===== src/rtl/iso14443a_pkg.sv =====
// rtl/iso14443a_pkg.sv - shared ISO 14443A types, constants and CRC_A byte step
package iso14443a_pkg;

    typedef enum logic [2:0] {
        KIND_NONE,
        KIND_REQA,
        KIND_WUPA,
        KIND_SHORT,
        KIND_HLTA,
        KIND_STD_CRC,
        KIND_NO_CRC,
        KIND_ERROR
    } frame_kind_t;

    typedef enum logic [1:0] {
        ST_IDLE,
        ST_IN_FRAME,
        ST_PARTIAL
    } rx_state_t;

    localparam logic [15:0] CRC_A_INIT      = 16'h6363;
    localparam logic [15:0] CRC_A_POLY_REFL = 16'h8408;
    localparam logic [7:0]  CMD_REQA        = 8'h26;
    localparam logic [7:0]  CMD_WUPA        = 8'h52;
    localparam logic [7:0]  CMD_HLTA        = 8'h50;

    // One byte of CRC_A, LSB first, eight bit steps unrolled.
    function automatic logic [15:0] crc_a_byte(input logic [15:0] crc, input logic [7:0] data);
        logic [15:0] c;
        c = crc ^ {8'h00, data};
        for (int i = 0; i < 8; i++) begin
            c = c[0] ? ((c >> 1) ^ CRC_A_POLY_REFL) : (c >> 1);
        end
        return c;
    endfunction

endpackage


===== src/rtl/crc_a.sv =====
// rtl/crc_a.sv - registered CRC_A accumulator, one byte per enable
module crc_a
    import iso14443a_pkg::*;
(
    input  logic        clk,
    input  logic        rst_n,
    input  logic        init,
    input  logic        en,
    input  logic [7:0]  data,
    output logic [15:0] crc
);

    logic [15:0] crc_q;

    always_ff @(posedge clk or negedge rst_n) begin
        if (!rst_n) begin
            crc_q <= CRC_A_INIT;
        end else if (init) begin
            crc_q <= CRC_A_INIT;
        end else if (en) begin
            crc_q <= crc_a_byte(crc_q, data);
        end
    end

    assign crc = crc_q;

endmodule


===== src/rtl/rx_frame_classifier.sv =====
// rtl/rx_frame_classifier.sv - per-frame summary of the rx byte stream for the init/anticollision FSM
module rx_frame_classifier
    import iso14443a_pkg::*;
#(
    parameter int MAX_BYTES = 64,
    localparam int CW = $clog2(MAX_BYTES + 1)
) (
    input  logic          clk,
    input  logic          rst_n,
    input  logic          soc,
    input  logic          eoc,
    input  logic [7:0]    data,
    input  logic [2:0]    data_bits,
    input  logic          data_valid,
    input  logic          sequence_error,
    input  logic          parity_error,
    output logic          frame_done,
    output logic [2:0]    frame_kind,
    output logic [CW-1:0] frame_bytes,
    output logic [2:0]    frame_last_bits,
    output logic [7:0]    frame_byte0,
    output logic [7:0]    frame_byte1,
    output logic          crc_ok
);

    rx_state_t   state_q, state_d;
    logic [CW-1:0] count_q, count_d;
    logic [2:0]  last_q, last_d;
    logic [7:0]  byte0_q, byte0_d, byte1_q, byte1_d;
    logic        err_q, err_d;

    logic [15:0] crc;
    logic [15:0] crc_fin;
    logic        in_frame, full_byte, crc_en, report;
    logic        crc_ok_d;
    frame_kind_t kind_d;

    logic          frame_done_q;
    frame_kind_t   frame_kind_q;
    logic [CW-1:0] frame_bytes_q;
    logic [2:0]    frame_last_bits_q;
    logic [7:0]    frame_byte0_q, frame_byte1_q;
    logic          crc_ok_q;

    assign in_frame  = (state_q != ST_IDLE);
    assign full_byte = (data_bits == 3'd0);
    assign crc_en    = (state_q == ST_IN_FRAME) && data_valid && full_byte;
    assign report    = in_frame && eoc && !soc;

    crc_a u_crc_a (
        .clk   (clk),
        .rst_n (rst_n),
        .init  (soc),
        .en    (crc_en),
        .data  (data),
        .crc   (crc)
    );

    always_ff @(posedge clk or negedge rst_n) begin
        if (!rst_n) begin
            state_q <= ST_IDLE;
            count_q <= '0;
            last_q  <= '0;
            byte0_q <= '0;
            byte1_q <= '0;
            err_q   <= 1'b0;
        end else begin
            state_q <= state_d;
            count_q <= count_d;
            last_q  <= last_d;
            byte0_q <= byte0_d;
            byte1_q <= byte1_d;
            err_q   <= err_d;
        end
    end

    always_comb begin
        state_d = state_q;
        case (state_q)
            ST_IDLE: begin
                if (soc) state_d = ST_IN_FRAME;
            end
            ST_IN_FRAME: begin
                if (soc)                             state_d = ST_IN_FRAME;
                else if (eoc)                        state_d = ST_IDLE;
                else if (data_valid && !full_byte)   state_d = ST_PARTIAL;
            end
            ST_PARTIAL: begin
                if (soc)      state_d = ST_IN_FRAME;
                else if (eoc) state_d = ST_IDLE;
            end
            default: state_d = ST_IDLE;
        endcase
    end

    // Frame accumulators; a soc in any state restarts them, discarding the old frame.
    always_comb begin
        count_d = count_q;
        last_d  = last_q;
        byte0_d = byte0_q;
        byte1_d = byte1_q;
        err_d   = err_q;
        if (soc) begin
            count_d = '0;
            last_d  = '0;
            byte0_d = '0;
            byte1_d = '0;
            err_d   = 1'b0;
        end else if (in_frame) begin
            if (sequence_error || parity_error) err_d = 1'b1;
            if (data_valid) begin
                if (state_q == ST_PARTIAL) begin
                    err_d = 1'b1;
                end else begin
                    if (count_q == CW'(0))      byte0_d = data;
                    else if (count_q == CW'(1)) byte1_d = data;
                    if (!full_byte)                         last_d = data_bits;
                    else if (count_q == CW'(MAX_BYTES))     err_d = 1'b1;
                    else                                    count_d = count_q + 1'b1;
                end
            end
        end
    end

    // Summary is built from next-state values so a byte arriving with eoc is included.
    always_comb begin
        crc_fin  = crc_en ? crc_a_byte(crc, data) : crc;
        crc_ok_d = (crc_fin == 16'h0000) && (count_d >= CW'(3)) && (last_d == 3'd0);
        kind_d   = KIND_NO_CRC;
        if (err_d || (count_d == CW'(0) && last_d == 3'd0)) begin
            kind_d = KIND_ERROR;
        end else if (count_d == CW'(0) && last_d == 3'd7) begin
            if (byte0_d == CMD_REQA)      kind_d = KIND_REQA;
            else if (byte0_d == CMD_WUPA) kind_d = KIND_WUPA;
            else                          kind_d = KIND_SHORT;
        end else if (crc_ok_d && count_d == CW'(4) && byte0_d == CMD_HLTA && byte1_d == 8'h00) begin
            kind_d = KIND_HLTA;
        end else if (crc_ok_d) begin
            kind_d = KIND_STD_CRC;
        end
    end

    always_ff @(posedge clk or negedge rst_n) begin
        if (!rst_n) begin
            frame_done_q      <= 1'b0;
            frame_kind_q      <= KIND_NONE;
            frame_bytes_q     <= '0;
            frame_last_bits_q <= '0;
            frame_byte0_q     <= '0;
            frame_byte1_q     <= '0;
            crc_ok_q          <= 1'b0;
        end else begin
            frame_done_q <= report;
            if (report) begin
                frame_kind_q      <= kind_d;
                frame_bytes_q     <= count_d;
                frame_last_bits_q <= last_d;
                frame_byte0_q     <= byte0_d;
                frame_byte1_q     <= byte1_d;
                crc_ok_q          <= crc_ok_d;
            end
        end
    end

    assign frame_done      = frame_done_q;
    assign frame_kind      = frame_kind_q;
    assign frame_bytes     = frame_bytes_q;
    assign frame_last_bits = frame_last_bits_q;
    assign frame_byte0     = frame_byte0_q;
    assign frame_byte1     = frame_byte1_q;
    assign crc_ok          = crc_ok_q;

endmodule


===== config.mk =====
export PLATFORM = sky130hd
export DESIGN_NAME = rx_frame_classifier
export DESIGN_NICKNAME = d
export VERILOG_FILES = /design/src/rtl/iso14443a_pkg.sv /design/src/rtl/crc_a.sv /design/src/rtl/rx_frame_classifier.sv
export SDC_FILE = /design/constraint.sdc
export NUM_CORES = 1
export LEC_CHECK = 0
export CAP_MARGIN = 20
export CORE_MARGIN = 4
export CORE_UTILIZATION = 55
export CTS_BUF_LIST = sky130_fd_sc_hd__clkbuf_4 sky130_fd_sc_hd__clkbuf_8
export DETAILED_ROUTE_END_ITERATION = 12
export DONT_BUFFER_PORTS = 1
export GPL_TIMING_DRIVEN = 1
export MAX_ROUTING_LAYER = met4
export PLACE_DENSITY = 0.7
export REMOVE_ABC_BUFFERS = 1
export SYNTH_ARGS = -nofsm -noshare
export SYNTH_HDL_FRONTEND = slang
export SYNTH_SLANG_ARGS = --single-unit

===== constraint.sdc =====
create_clock -name clk -period 6.25 [get_ports clk]
set_input_delay 0.9375 -clock clk [delete_from_list [all_inputs] [get_ports clk]]
set_output_delay 0.9375 -clock clk [all_outputs]
set_load 0.005 [all_outputs]

==> results by group, run 1 <==
Status
  – Outcome: finished clean

Timing
  – # setup viols final: 0
  – Tcrit/Tclk final: 0.512
  – Minimum clock period: 3200 ps
  – Clock skew: 12.6 ps
  – Slew margin rel.: 0.249
  – Final slew viol count: 0
  – Worst Tran Pin Value: 1100 ps
  – Setup Total Neg Slack: 0 ps
  – F_max: 312 MHz
  – Final Hold Viols: 0
  – RSZ-0062 raised after global routing: no

Worst setup path
  – Req. time, crit path: 6430 ps
  – WS Path Type: in2reg
  – Setup crit start kind: primary input
  – CP max FO: 26
  – Worst EP arrival: 3380 ps
  – R2R Setup Slk: 3230 ps
  – CP endpoint kind: register
  – FF-to-FF path depth: 7

Layout
  – Share of cells above drive strength 1: 0.166
  – Layout Nets: 377
  – Area delta synth->final: 7.66%
  – # diodes: 0
  – Most frequent cells in the layout: dfrtp_1 (68), nor2_1 (59), mux2_2 (27), mux2i_1 (21), xnor2_1 (19)
  – Commonest non-fill, non-tap cell in the layout: dfrtp_1

Synthesis
  – Post-synth top area share: 0.445
  – Yosys reg bits: 76
  – Synthesized area: 3820 sq um
  – Synth async-reset ratio: 1.00
  – Top post-synthesis cells by area: dfrtp_1 (45%), mux2_2 (8.0%), nor2_1 (5.8%), dfstp_2 (5.5%), mux2i_1 (5.5%)
  – Post-synthesis sequential area ratio: 0.500
  – Synth Area per Inst: 10.5 sq um
  – Unique cell type count in the Yosys netlist: 50
  – Number of synthesized flops with an enable pin: 0
  – Yosys warning count: 0
  – Dominant cell type by area after synthesis: dfrtp_1
  – Post-synth top flop: dfrtp_1
  – Cell count after synthesis: 363

Power and ir drop
  – Leak: 1.78 nW
  – VDD IR max: 0.000210 V
  – Final total power: 0.00107 W
  – P per Cell Area: 261 nW/um^2

Detailed routing
  – # DRC: 0
  – DR WL met3: 512 um
  – Wire per inst: 18.8 um
  – M1 WL: 3830 um
  – Iteration-0 DRC count of the detailed router: 179
  – Total number of vias: 2,686
  – DR WL met2: 3810 um
  – First-pass DRT Iterations: 4
  – Routed vias/inst: 6.09
  – Post-route ant nets: 0
  – Top sig layer: met4
  – Post-Route WL: 8290 um

Global routing
  – Initial antenna violation count: 0
  – Pin count of the biggest net entering global routing: 77
  – First-pass GRT wire length: 13,800 um
  – GRT Util Overall: 0.215
  – Grt total ovfl: 0
  – Vias in the first global route: 2,725

Place
  – # port buffers: 0
  – Final GP Congestion: 0.887
  – HPWL Detailed: 5800 um

Clocking
  – Root buffer cell: clkbuf_8
  – # hold bufs at CTS: 0
  – Post_cts resized: 0
  – Clk sink count: 76
  – Longest Clk Path Bufs: 2
  – H-Tree Depth: 3
  – Worst-path clk slew: 80 ps
  – Post-CTS setup buffers: 0
  – Clock Latency Late Sink: 360 ps
  – CTS tree: done
  – CTS buffer count: 9

Die
  – Core area: 6760 sq um
  – Core Rows: 30
  – Die Y: 91.4 um
  – Initial Utilization: 0.566
  – Die ar.: 8350 sq um
  – Width of the chip: 91.4 um
  – Ports: 49

Flow run
  – Max cap viols: 0

Min path
  – Worst hold path class: in2async
==> path summary, 6_finish.rpt <==
check | end | startpoint
max in group asynchronous | u_crc_a.crc[14]$_DFF_PN1_ | rst_n
min in group clk | err_q$_DFF_PN0_ | err_q$_DFF_PN0_
max | frame_kind[1]$_DFFE_PN0P_ | data_bits[0]
max reg2reg | frame_kind[1]$_DFFE_PN0P_ | count_q[4]$_DFF_PN0_
min reg2reg | err_q$_DFF_PN0_ | err_q$_DFF_PN0_
min | u_crc_a.crc[10]$_DFF_PN0_ | rst_n
==> registers in the layout, indices dropped and copies added (netlist names), 3 cells and up <==
name	cells
byte0_q	8
byte1_q	8
frame_last_bits	3
frame_byte1	8
u_crc_a.crc	16
count_q	7
frame_kind	3
frame_byte0	8
last_q	3
frame_bytes	7
==> cell type report <==
class / instances / area [sq um]
clock buffers: 9 / 124
clock inverters: 7 / 124
fillers: 570 / 2640
inverters: 5 / 18.8
multi-input cells: 261 / 1820
flip-flops and latches: 76 / 1910
well taps: 80 / 100
repair buffers: 3 / 22.5
==> power by group <==
| group | internal [W] | switching, W | total [W] |
|---|---|---|---|
| combinational | 0.0000385 | 0.0000449 | 0.0000833 |
| sequential | 0.000513 | 0.0000165 | 0.000529 |
| clock | 0.000268 | 0.000192 | 0.000460 |
==> worst max-delay path, stage by stage <==
cell,delay [ps]
or3_1,480
or3_1,690
or3_1,510
a221oi_2,280
nand4b_1,150
and3b_1,260
a211oi_1,80
==> stage by stage <==
step / utilization / instances / hold slack (ps) / worst slack (ps) / cell area, sq um
floorplan: - / 342 / 463 / 2850 / 3740
global route: 0.609 / 441 / 248 / 2900 / 4120
CTS: 0.608 / 440 / 255 / 3070 / 4110
detailed placement: 0.571 / 424 / 505 / 2700 / 3860
global placement: 0.571 / 424 / 496 / 2750 / 3860
finish: 0.609 / 441 / 272 / 3050 / 4120
==> synth_stat cells, drive strengths merged, types with 2 or more instances <==
library cell and number:
a22oi 2, nor4 9, o21ai 5, dfrtp 68, nand4b 3, nor2 59, ha 3, mux2i 21
inv 4, a211oi 6, buf 10, nor3 11, mux2 28, a21oi 11, clkbuf 11, dfstp 8
xnor2 19, o31a 2, a2111oi 3, nand2 16, nand2b 2, or2 2, xor2 6, and2 5
or3 6, or4 3, a31oi 3, a211o 7, nand4 5, nand3 4, o31ai 3, o211ai 3
==> logic make-up (layout without fill, tap and decap cells) <==
family,after synthesis,in the layout,synth area share
AO/OA/AOI/OAI,52,52,0.0992
XOR/XNOR,25,25,0.0573
adder cells (fa/ha/maj),3,3,0.00982
AND/OR/NAND/NOR,132,132,0.170
multiplexers,49,49,0.137
flip-flops,76,76,0.500
buffers and inverters,26,24,0.0268
==> per-layer routing <==
metal,up-vias,GRT usage
met2,75,0.317
met5,-,-
met1,1315,0.287
li1,1281,-
met3,15,0.0505
met4,0,0.0842
No activity file was read; power rests on OpenSTA's default activity.
==> inputs of run 2 (changes only) <==
Clock period 6.25 ns to 3.35 ns, I/O delays scaled along.
==> results by group, run 2 (synthesized netlist as in run 1, its figures left out) <==
Layout
  – Multi-input logic area: 1820 sq um (unchanged)
  – Most frequent cells in the layout: dfrtp_1 (68), nor2_1 (59), mux2_2 (27), mux2i_1 (21), xnor2_1 (19)
  – Share of cells above drive strength 1: 0.180 (+0.0136)
  – Commonest non-fill, non-tap cell in the layout: dfrtp_1
  – Fill cells: 516 (-9.5%)
  – Max FFs per register: 16 (unchanged)
  – Non-Filler Instances: 447 (+1.4%)
  – # diodes: 0 (unchanged)
  – FF+latch area: 1910 sq um (unchanged)
  – Area delta synth->final: 8.74%
  – Layout Nets: 383 (+1.6%)

Die
  – Initial Utilization: 0.566 (unchanged)
  – Core area: 6760 sq um (unchanged)
  – Die ar.: 8350 sq um (unchanged)
  – Ports: 49 (unchanged)
  – Core Rows: 30 (unchanged)
  – Width of the chip: 91.4 um (unchanged)
  – Die Y: 91.4 um (unchanged)

Detailed routing
  – M1 WL: 3780 um (-1.4%)
  – Top sig layer: met4
  – # DRC: 0 (unchanged)
  – First-pass DRT Iterations: 4 (unchanged)
  – Post-Route WL: 8340 um (+0.71%)
  – Post-route ant nets: 0 (unchanged)
  – DR WL met3: 525 um (+2.5%)
  – Wire per inst: 18.7 um (-0.64%)
  – DR WL met2: 3940 um (+3.4%)
  – Total number of vias: 2,724 (+1.4%)
  – Routed vias/inst: 6.09 (about the same)
  – Iteration-0 DRC count of the detailed router: 227 (+27%)

Status
  – Outcome: finished clean

Worst setup path
  – WS Path Type: reg2reg
  – FF-to-FF path depth: 7 (unchanged)
  – CP endpoint kind: register
  – Reg2reg end: frame_kind[1]$_DFFE_PN0P_
  – CP max FO: 6 (-77%)
  – Req. time, crit path: 3570 ps (-2860 ps)
  – R2R Setup Slk: 610 ps (-2620 ps)
  – Worst EP arrival: 2950 ps (-430 ps)
  – Setup crit start kind: register
  – RR Startpoint: count_q[2]$_DFF_PN0_

Global routing
  – Pin count of the biggest net entering global routing: 77 (unchanged)
  – Vias in the first global route: 2,637 (-3.2%)
  – Initial antenna violation count: 0 (unchanged)
  – GRT Util Overall: 0.217 (+0.00202)
  – First-pass GRT wire length: 13,900 um (+0.90%)
  – Grt total ovfl: 0 (unchanged)

Timing
  – Tcrit/Tclk final: 0.817
  – F_max: 365 MHz
  – Final slew viol count: 0 (unchanged)
  – Final Hold Viols: 0 (unchanged)
  – Clock skew: 9.82 ps (-2.81 ps)
  – Minimum clock period: 2740 ps
  – Final worst setup slack: 613 ps (-2430 ps)
  – # setup viols final: 0 (unchanged)
  – Worst Tran Pin Value: 598 ps (-500 ps)
  – RSZ-0062 raised after global routing: no
  – Slew margin rel.: 0.591 (+0.342)

Power and ir drop
  – VDD IR max: 0.000345 V (+64%)
  – Leak: 1.81 nW (+1.8%)
  – P per Cell Area: 470 nW/um^2 (+81%)

Clocking
  – Worst-path clk slew: 90 ps (about the same)
  – Post_cts resized: 0 (unchanged)
  – Longest Clk Path Bufs: 2 (unchanged)
  – H-Tree Depth: 3 (unchanged)
  – Clk sink count: 76 (unchanged)
  – CTS tree: done
  – Clock Latency Late Sink: 350 ps (about the same)
  – Root buffer cell: clkbuf_8
  – CTS buffer count: 9 (unchanged)

Place
  – Final GP Congestion: 0.863 (-2.6%)
  – # port buffers: 0 (unchanged)
  – Dpl cells: 430 (+1.4%)
  – HPWL Detailed: 5730 um (-1.1%)
  – Place WS: 459 ps (-2240 ps)

Flow run
  – Max cap viols: 0 (unchanged)

Min path
  – Worst hold path class: in2async
==> run 2: final cells by class <==
class | instances | share of cell area
tap | 80 | 0.0241
clock inverter | 7 | 0.0241
inverter | 5 | 0.00451
timing repair buffer | 9 | 0.0211
multi-input combinational | 261 | 0.437
clock buffer | 9 | 0.0298
sequential | 76 | 0.460
==> run 2: repair_timing <==
item,4_1_cts,5_1_grt
buffers inserted,0,0
setup endpoints to repair,0,0
endpoints found under the hold margin,76,0
hold buffers,1,0
==> run 2: critical path, stage by stage (launching register included) <==
cell      delay [ps]
dfrtp_1          400
or4b_1           560
nor4_1           330
mux2_2           410
a211oi_2         260
nand4_1          170
nor4_1           380
a211oi_1         110
==> run 2: worst max-delay path by stage <==
stage,to,slack [ps],startpoint,cells after the start
4_1_cts,frame_kind[1]$_DFFE_PN0P_,610,count_q[2]$_DFF_PN0_,7
6_report,frame_kind[1]$_DFFE_PN0P_,610,count_q[2]$_DFF_PN0_,7
2_1_floorplan,frame_kind[0]$_DFFE_PN0P_,-3,count_q[4]$_DFF_PN0_,7
5_1_grt,frame_kind[1]$_DFFE_PN0P_,370,count_q[2]$_DFF_PN0_,7
3_5_place_dp,crc_ok$_DFFE_PN0P_,460,data_bits[0],7
3_3_place_gp,crc_ok$_DFFE_PN0P_,520,data_bits[0],7
==> run 2: per-stage QoR <==
stage          hold slack (ps)  instance area (sq um)  total power [W]   util  TNS (ps)
2_1_floorplan              207                   3740          0.00112      -     -3.40
3_3_place_gp               210                   3910          0.00116  0.578         0
3_5_place_dp               209                   3910          0.00116  0.578         0
4_1_cts                   38.4                   4160          0.00197  0.615         0
5_1_grt                   34.5                   4160          0.00204  0.615         0
6_report                  41.3                   4160          0.00196  0.615         0
==> run 2: where the power goes <==
part,total [W],internal (W),switching (W)
Clock,0.000789,0.000425,0.000364
Combinational,0.000180,0.0000787,0.000101
Sequential,0.000987,0.000957,0.0000304
Total,0.00196,0.00146,0.000495
==> run 2: layer usage <==
| layer | global-route usage | up-vias |
|---|---|---|
| met4 | 0.0766 | 0 |
| met5 | - | - |
| met3 | 0.0613 | 8 |
| met1 | 0.298 | 1343 |
| li1 | - | 1301 |
| met2 | 0.307 | 72 |
==> inputs of run 3 (changes only) <==
Clock period 3.35 ns to 2.6 ns, I/O delays scaled along.
==> results by group, run 3 (synthesized netlist as in run 1, its figures left out) <==
Status
  – Outcome: finished clean

Detailed routing
  – # DRC: 0 (unchanged)
  – DR WL met2: 3990 um (+1.3%)
  – Iteration-0 DRC count of the detailed router: 210 (-7.5%)
  – Wire per inst: 18.8 um (+0.88%)
  – M1 WL: 3980 um (+5.4%)
  – Top sig layer: met4
  – First-pass DRT Iterations: 4 (unchanged)
  – Total number of vias: 2,794 (+2.6%)
  – Post-route ant nets: 0 (unchanged)
  – DR WL met3: 553 um (+5.3%)
  – Post-Route WL: 8680 um (+4.0%)
  – Routed vias/inst: 6.06 (-0.55%)

Timing
  – Tcrit/Tclk final: 0.967 (+0.150)
  – Minimum clock period: 2520 ps (-222 ps)
  – # setup viols final: 0 (unchanged)
  – Clock skew: 12.9 ps (+3.04 ps)
  – Setup Total Neg Slack: 0 ps (unchanged)
  – Final Hold Viols: 0 (unchanged)
  – Final worst setup slack: 84.6 ps (-528 ps)
  – Slew margin rel.: 0.602 (+0.0107)
  – F_max: 398 MHz (+8.8%)
  – Worst Tran Pin Value: 593 ps (-4.90 ps)
  – Final slew viol count: 0 (unchanged)

Clocking
  – H-Tree Depth: 3 (unchanged)
  – CTS tree: done
  – Clock Latency Late Sink: 350 ps (about the same)
  – Worst-path clk slew: 80 ps (about the same)
  – Longest Clk Path Bufs: 2 (unchanged)
  – Root buffer cell: clkbuf_8
  – Clk sink count: 76 (unchanged)
  – CTS buffer count: 9 (unchanged)

Die
  – Die Y: 91.4 um (unchanged)
  – Core Rows: 30 (unchanged)
  – Width of the chip: 91.4 um (unchanged)
  – Initial Utilization: 0.566 (unchanged)
  – Core area: 6760 sq um (unchanged)
  – Die ar.: 8350 sq um (unchanged)
  – Ports: 49 (unchanged)

Layout
  – # diodes: 0 (unchanged)
  – Share of cells above drive strength 1: 0.236 (+0.0564)
  – Layout Nets: 397 (+3.7%)
  – Commonest non-fill, non-tap cell in the layout: dfrtp_1
  – Design Area, Final: 4300 sq um (+3.5%)
  – Non-Filler Instances: 461 (+3.1%)
  – Max FFs per register: 16 (unchanged)
  – Area delta synth->final: 12.5%
  – Most frequent cells in the layout: dfrtp_1 (66), nor2_1 (58), mux2_2 (27), mux2i_1 (21), buf_4 (20)

Global routing
  – Vias in the first global route: 2,760 (+4.7%)
  – Pin count of the biggest net entering global routing: 77 (unchanged)
  – Grt total ovfl: 0 (unchanged)
  – First-pass GRT wire length: 14,300 um (+2.7%)
  – GRT Util Overall: 0.225 (+0.00817)
  – Initial antenna violation count: 0 (unchanged)

Place
  – HPWL Detailed: 6060 um (+5.7%)
  – # port buffers: 0 (unchanged)
  – Area after DPL: 4020 sq um (+2.8%)
  – Dpl cells: 443 (+3.0%)
  – Final GP Congestion: 0.887 (+2.8%)
  – Place WS: -58.7 ps (-518 ps)

Power and ir drop
  – P per Cell Area: 545 nW/um^2 (+16%)
  – VDD IR max: 0.000401 V (+16%)
  – Leak: 1.87 nW (+3.2%)

Worst setup path
  – CP endpoint kind: register
  – Worst EP arrival: 2760 ps (-190 ps)
  – Req. time, crit path: 2840 ps (-730 ps)
  – WS Path Type: reg2reg
  – Setup crit start kind: register
  – CP max FO: 3 (-3)

Flow run
  – Max cap viols: 0 (unchanged)

Min path
  – Worst hold path class: in2reg
-- run 3: cell count changes in the layout (fill, tap and decap cells not counted), sizes merged --
cell	delta
bufinv	-2
clkinv	-2
clkinvlp	+2
inv	+2
dlygate4sd3	+1
buf	+13
-- run 3: final timing paths --
kind / cells past startpoint / to / slack [ps] / start
min in group asynchronous: 2 / u_crc_a.crc[10]$_DFF_PN0_ / 620 / rst_n
worst min register to register: 2 / err_q$_DFF_PN0_ / 520 / err_q$_DFF_PN0_
worst max-delay path: 7 / crc_ok$_DFFE_PN0P_ / 80 / count_q[2]$_DFF_PN0_
worst max register to register: 7 / crc_ok$_DFFE_PN0P_ / 80 / count_q[2]$_DFF_PN0_
worst min-delay path: 1 / last_q[2]$_DFF_PN0_ / 90 / soc
max in group asynchronous: 2 / u_crc_a.crc[1]$_DFF_PN1_ / 1640 / rst_n
-- run 3: area by class of cell --
class	instances	area, sq um
Clock buffer	9	124
Clock inverter	7	58.8
Fill cell	545	2450
Inverter	5	18.8
Multi-Input combinational cell	261	1880
Sequential cell	76	1910
Tap cell	80	100
Timing Repair Buffer	23	208
-- run 3: worst max-delay path, stage by stage (launching register included) --
cell	delay, ps
dfrtp_1	360
or4b_4	480
nor4_2	240
mux2_2	400
a211oi_4	300
nand3_2	130
and3b_1	210
mux2_1	290
-- run 3: metrics by stage --
step / hold slack [ps] / power, W / utilization
floorplan: 94.4 / 0.00145 / -
global placement: 97.1 / 0.00151 / 0.594
detailed placement: 96.8 / 0.00151 / 0.594
CTS: 79.9 / 0.00237 / 0.627
global route: 81.3 / 0.00246 / 0.637
finish: 93.7 / 0.00234 / 0.637
-- run 3: routing by layer --
layer,global-route usage,vias to the layer above
met4,0.101,0
met3,0.0514,14
met2,0.313,72
met1,0.314,1374
li1,-,1334
met5,-,-
-- run 3: what timing repair did --
item	CTS	global route
hold endpoints to repair	76	0
resized for setup	0	14
buffers inserted	0	0
endpoints found under the setup margin	0	3
hold buffers	2	0
-- run 3: power by group --
group | internal (W) | total [W] | leakage [nW] | switching, W
clock | 0.000359 | 0.000821 | 0.0868 | 0.000462
sequential | 0.00123 | 0.00127 | 0.995 | 0.0000388
combinational | 0.000112 | 0.000251 | 0.785 | 0.000140
total | 0.00170 | 0.00234 | 1.87 | 0.000640
